===== src/rtl/uart_rx.sv =====
// UART receiver, 8N1 LSB first, mid-bit sampling, 1-cycle valid / framing_error strobes.
// Define UART_RX_PARITY_EN for 8E1 framing with an extra parity_error strobe.
module uart_rx #(
  parameter int BAUD_COUNT = 9600,
  parameter int HALF_COUNT = BAUD_COUNT / 2
) (
  input  logic       clk,
  input  logic       reset,
  input  logic       rx,
  output logic [7:0] data,
  output logic       valid,
  output logic       busy,
  output logic       framing_error
`ifdef UART_RX_PARITY_EN
  ,
  output logic       parity_error
`endif
);

  localparam logic [15:0] BAUD_END = 16'(BAUD_COUNT);
  localparam logic [15:0] HALF_END = 16'(HALF_COUNT);

  typedef enum logic [2:0] {
    S_IDLE   = 3'd0,
    S_START  = 3'd1,
    S_DATA   = 3'd2,
    S_PARITY = 3'd3,
    S_STOP   = 3'd4,
    S_BREAK  = 3'd5
  } state_t;

  // Even parity check over the eight data bits plus the received parity bit.
  function automatic logic f_parity_bad(input logic [7:0] d, input logic p);
    f_parity_bad = ^{d, p};
  endfunction

  state_t      r_state;
  logic        r_rx_meta;
  logic        r_rx_s;
  logic [15:0] r_baud_cnt;
  logic [2:0]  r_bit_idx;
  logic [7:0]  r_shift;
  logic [7:0]  r_data;
  logic        r_valid;
  logic        r_busy;
  logic        r_framing_error;
  logic        r_parity_bit;
  logic        r_parity_error;
  logic        w_baud_done;

  assign w_baud_done = (r_baud_cnt == BAUD_END);

  // Two-flop synchroniser for the asynchronous serial line, idling high.
  always_ff @(posedge clk) begin
    if (reset) begin
      r_rx_meta <= 1'b1;
      r_rx_s    <= 1'b1;
    end else begin
      r_rx_meta <= rx;
      r_rx_s    <= r_rx_meta;
    end
  end

  // Receive FSM: start validation, data shift, optional parity, stop decision, break wait.
  always_ff @(posedge clk) begin
    if (reset) begin
      r_state         <= S_IDLE;
      r_baud_cnt      <= 16'd0;
      r_bit_idx       <= 3'd0;
      r_shift         <= 8'h00;
      r_data          <= 8'h00;
      r_valid         <= 1'b0;
      r_busy          <= 1'b0;
      r_framing_error <= 1'b0;
      r_parity_bit    <= 1'b0;
      r_parity_error  <= 1'b0;
    end else begin
      r_valid         <= 1'b0;
      r_framing_error <= 1'b0;
      r_parity_error  <= 1'b0;
      case (r_state)
        S_IDLE: begin
          r_baud_cnt <= 16'd0;
          if (r_rx_s == 1'b0) begin
            r_state <= S_START;
            r_busy  <= 1'b1;
          end else begin
            r_busy <= 1'b0;
          end
        end
        S_START: begin
          if (r_baud_cnt == HALF_END) begin
            r_baud_cnt <= 16'd0;
            r_bit_idx  <= 3'd0;
            if (r_rx_s == 1'b0) begin
              r_state <= S_DATA;
            end else begin
              // Start bit did not hold to mid-bit: treat as line noise.
              r_state <= S_IDLE;
              r_busy  <= 1'b0;
            end
          end else begin
            r_baud_cnt <= r_baud_cnt + 16'd1;
          end
        end
        S_DATA: begin
          if (w_baud_done) begin
            r_baud_cnt <= 16'd0;
            r_shift    <= {r_rx_s, r_shift[7:1]};
            r_bit_idx  <= r_bit_idx + 3'd1;
            if (r_bit_idx == 3'd7) begin
`ifdef UART_RX_PARITY_EN
              r_state <= S_PARITY;
`else
              r_state <= S_STOP;
`endif
            end else begin
              r_state <= S_DATA;
            end
          end else begin
            r_baud_cnt <= r_baud_cnt + 16'd1;
          end
        end
`ifdef UART_RX_PARITY_EN
        S_PARITY: begin
          if (w_baud_done) begin
            r_baud_cnt   <= 16'd0;
            r_parity_bit <= r_rx_s;
            r_state      <= S_STOP;
          end else begin
            r_baud_cnt <= r_baud_cnt + 16'd1;
          end
        end
`endif
        S_STOP: begin
          if (w_baud_done) begin
            r_baud_cnt <= 16'd0;
            if (r_rx_s == 1'b1) begin
              r_data  <= r_shift;
              r_valid <= 1'b1;
`ifdef UART_RX_PARITY_EN
              r_parity_error <= f_parity_bad(r_shift, r_parity_bit);
`endif
              r_state <= S_IDLE;
              r_busy  <= 1'b0;
            end else begin
              r_framing_error <= 1'b1;
              r_state         <= S_BREAK;
            end
          end else begin
            r_baud_cnt <= r_baud_cnt + 16'd1;
          end
        end
        S_BREAK: begin
          // A held-low line must return high before a new start edge counts.
          if (r_rx_s == 1'b1) begin
            r_state <= S_IDLE;
            r_busy  <= 1'b0;
          end else begin
            r_state <= S_BREAK;
          end
        end
        default: begin
          r_state    <= S_IDLE;
          r_baud_cnt <= 16'd0;
          r_busy     <= 1'b0;
        end
      endcase
    end
  end

  assign data          = r_data;
  assign valid         = r_valid;
  assign busy          = r_busy;
  assign framing_error = r_framing_error;
`ifdef UART_RX_PARITY_EN
  assign parity_error  = r_parity_error;
`else
  logic w_unused;
  assign w_unused = r_parity_bit ^ r_parity_error ^ f_parity_bad(r_shift, r_parity_bit);
`endif

endmodule

===== config.mk =====
export PLATFORM = sky130hd
export DESIGN_NAME = uart_rx
export DESIGN_NICKNAME = d
export VERILOG_FILES = /design/src/rtl/uart_rx.sv
export SDC_FILE = /design/constraint.sdc
export NUM_CORES = 1
export LEC_CHECK = 0
export BUFFER_PORTS_ARGS = -buffer_cell sky130_fd_sc_hd__buf_4
export CAP_MARGIN = 20
export CELL_PAD_IN_SITES_DETAIL_PLACEMENT = 2
export CELL_PAD_IN_SITES_GLOBAL_PLACEMENT = 2
export CORE_MARGIN = 1.5
export CORE_UTILIZATION = 40
export DETAILED_ROUTE_END_ITERATION = 8
export HOLD_SLACK_MARGIN = 0.15
export MAX_ROUTING_LAYER = met4
export PLACE_DENSITY_LB_ADDON = 0.15
export SETUP_SLACK_MARGIN = 0.5
export SLEW_MARGIN = 20
export SYNTH_ARGS = -nofsm -noshare
export SYNTH_HDL_FRONTEND = slang
export SYNTH_SLANG_ARGS = --single-unit

===== constraint.sdc =====
create_clock -name clk -period 6.23 [get_ports clk]
set_input_delay 0.623 -clock clk [delete_from_list [all_inputs] [get_ports clk]]
set_output_delay 0.623 -clock clk [all_outputs]
set_load 0.05 [all_outputs]

==> results by group <==
Global routing
  – Vias in the first global route: 1753
  – Met3 Track Usage GR: 0.0370
  – Largest net degree at the start of global routing: 29
  – Routing usage on met1: 0.275
  – Overall routing resource usage: 0.217
  – Initial antenna violation count: 0
  – Met2 Usage GRT: 0.354
  – First-pass GRT wire length: 8.67 mm
  – Grt total ovfl: 0
  – GR peak layer: met2

Yosys
  – Syn_nets: 226
  – Synth Cell Area: 1990 µm²
  – Syn Inst Count: 219
  – Synth warn: 0
  – Number of synthesized register bits: 43
  – EDFF count, synth: 0
  – Synth Flop Type: dfxtp_1
  – Post-synthesis cell type count: 41
  – Ys async rst share: 0
  – Sequential fraction of the synthesis area: 0.434
  – Avg Inst Size Synth: 9.07 µm²

STA
  – Clk_skew: 0.00959 ns
  – Final max-slew violation count: 0
  – Setup violators final: 0
  – Rel. slew slack: 0.498
  – Final hold vios: 0
  – RSZ-0062 raised after global routing: false
  – Least-Margin Pin Slew: 0.750 ns
  – Setup TNS: 0 ns
  – Final worst-path cycle share: 0.447
  – Fmax: 359 MHz
  – Final Critical Period: 2.78 ns

Clock network
  – Setup Fix Bufs, Post-CTS: 0
  – Cts hold-fix bufs: 0
  – Post-CTS resize count: 0
  – Root buf cell: clkbuf_8
  – Clk_lat worst skew: 0.29 ns
  – CTS tree: yes
  – CTS H-tree depth: 2
  – TritonCTS buffer count: 5
  – Bufs on Longest Clock Path: 2
  – Clock Sinks: 43
  – Reg clk slew, reported paths: 0.08 ns

Worst hold path
  – Tightest Hold Check Type: reg2reg

Critical path
  – CP max stage cell: nor4b_4
  – Crit end category: flop
  – Worst path max stage delay: 0.66 ns
  – Critical path required time: 6.40 ns
  – Delay-heaviest family, CP: simple AND/OR/NAND/NOR gates
  – Critical path buffers and inverters: 1
  – CP arrival: 2.96 ns
  – Max Fanout on Critical Path: 9
  – Crit path cell chain: inv_1 > ha_1 > or4b_4 > or4_4 > nor4b_4 > mux2i_1 > nor2_1
  – Worst R2R Setup Slack: 3.45 ns
  – WS Path Type: reg2reg
  – CP startpoint kind: flop

Finish
  – Layout Nets: 237
  – Multi-input logic area: 1050 µm²
  – Non-Filler Cell Area, Final: 2220 µm²
  – Share of cells above drive strength 1: 0.135
  – Register area: 861 µm²
  – Inserted Diodes: 0
  – # fillers: 528
  – Area added between synthesis and finish: 11.9%
  – Final core occ: 0.467

Drt
  – Post-route ant nets: 0
  – Drt drc: 0
  – DR vias/cell: 5.34
  – DRT iter0 DRCs: 60
  – Final wirelength: 5.04 mm
  – DR vias: 1587
  – Routed length per instance: 17.0 µm
  – Router iterations before antenna repair: 4

Run status
  – Status: finished, final reports clean

Power and ir drop
  – Psw: 0.102 mW
  – Sw Ratio: 0.205
  – Total Power: 0.499 mW
  – Cell Int Power: 0.397 mW
  – PD cells: 225 nW/µm²
  – Peak VDD IR: 0.0000985 V
  – Static leakage: 0.722 nW
  – Clock power share: 0.420
  – Register share of total power: 0.557
  – Combinational share of power: 0.023

Placement
  – Dpl cell area: 2120 µm²
  – Port bufs: 13
  – RD Place Congestion: 0.855
  – Hpwl dp: 3.76 mm

Run
  – Max Cap Violations: 0

Floorplan
  – Boundary Pins: 14
  – Area of the core: 4750 µm²
  – Die X: 73.5 µm
  – Starting Density: 0.418
  – Die H: 73.5 µm
  – Row count: 25
  – Full die area: 5400 µm²
-- power by group through the flow --
stage	sequential, mW	clock [mW]	combinational, mW
finish	0.278	0.209	0.0116
global route	0.278	0.229	0.0132
CTS	0.278	0.217	0.0118
detailed placement	0.285	0	0.0118
floorplan	0.283	0	0.00916
global placement	0.284	0	0.0112
-- synthesized netlist by cell type (4+ instances only) --
library cell | instances | area (µm²)
xor2_1 | 6 | 52.6
mux2i_1 | 18 | 180
ha_1 | 4 | 50.1
nor2_1 | 41 | 154
dfxtp_1 | 43 | 861
nand4_1 | 4 | 25.0
inv_1 | 7 | 26.3
a22oi_1 | 4 | 30.0
clkbuf_1 | 5 | 18.8
xnor2_1 | 7 | 61.3
nand2_1 | 14 | 52.6
nand2b_1 | 5 | 31.3
nor4_1 | 8 | 50.1
o21ai_0 | 6 | 30.0
nand3_1 | 7 | 35.0
-- worst reg2reg max path, delay by kind of cell (launching register included) --
kind / cells / cell delay (ns)
adder cells (fa/ha/maj): 1 / 0.15
buffers and inverters: 1 / 0.09
flip-flops: 1 / 0.33
multiplexers: 1 / 0.30
AND/OR/NAND/NOR: 4 / 1.80
-- stage by stage --
stage	std cells	worst slack (ns)	hold WS, ns
2_1_floorplan	219	3.87	0.389
3_3_place_gp	290	3.56	0.404
3_5_place_dp	290	3.40	0.407
4_1_cts	297	3.39	0.432
5_1_grt	297	3.28	0.438
6_report	297	3.45	0.423
-- final timing paths --
check	cells after the start	to	startpoint
setup / recovery	7	data[0]	r_baud_cnt[0]
hold / removal	1	r_rx_s	r_rx_meta
setup reg to reg	7	data[0]	r_baud_cnt[0]
hold reg to reg	1	r_rx_s	r_rx_meta
-- cell type report --
class                   instances  area share
well taps                      67      0.0377
inverters                       7      0.0118
flip-flops and latches         43       0.387
repair buffers                 13      0.0439
multi-input cells             160       0.471
clock inverters                 2      0.0169
clock buffers                   5      0.0310
-- cell families (layout without fill, tap and decap cells) --
group,after synthesis,after routing,synth area share
and+or+nand+nor,101,101,0.273
adders and majority gates,4,4,0.0252
xor gates and xnor gates,13,13,0.0573
AOI/OAI and AO/OA,24,24,0.0813
DFF,43,43,0.434
muxes,18,18,0.0907
buffers and inverters,16,27,0.0391
-- state kept, by name (all words and copies together), names as in the netlist --
| register | cells |
|---|---|
| framing_error | 1 |
| r_state | 3 |
| r_rx_meta | 1 |
| r_rx_s | 1 |
| data | 8 |
| valid | 1 |
| r_shift | 8 |
| r_baud_cnt | 16 |
| busy | 1 |
| r_bit_idx | 3 |
-- placed cells by master (no fill, tap or decap), types with 5 or more instances in the layout --
cell type / netlist / routed
dfxtp_1: 43 / 43
nand3_1: 7 / 7
clkbuf_8: 0 / 5
buf_4: 0 / 13
nand2b_1: 5 / 5
nor2_1: 41 / 41
xor2_1: 6 / 6
mux2i_1: 18 / 18
o21ai_0: 6 / 6
inv_1: 7 / 7
xnor2_1: 7 / 7
nor4_1: 8 / 8
nand2_1: 14 / 14
-- per-layer routing --
| metal | vias up | share of wire |
|---|---|---|
| li1 | 781 | - |
| met1 | 795 | 0.47 |
| met2 | 9 | 0.51 |
| met3 | 2 | 0.017 |
| met4 | 0 | 0.0044 |
| met5 | - | 0 |
Power figures use the tool's default switching activity.
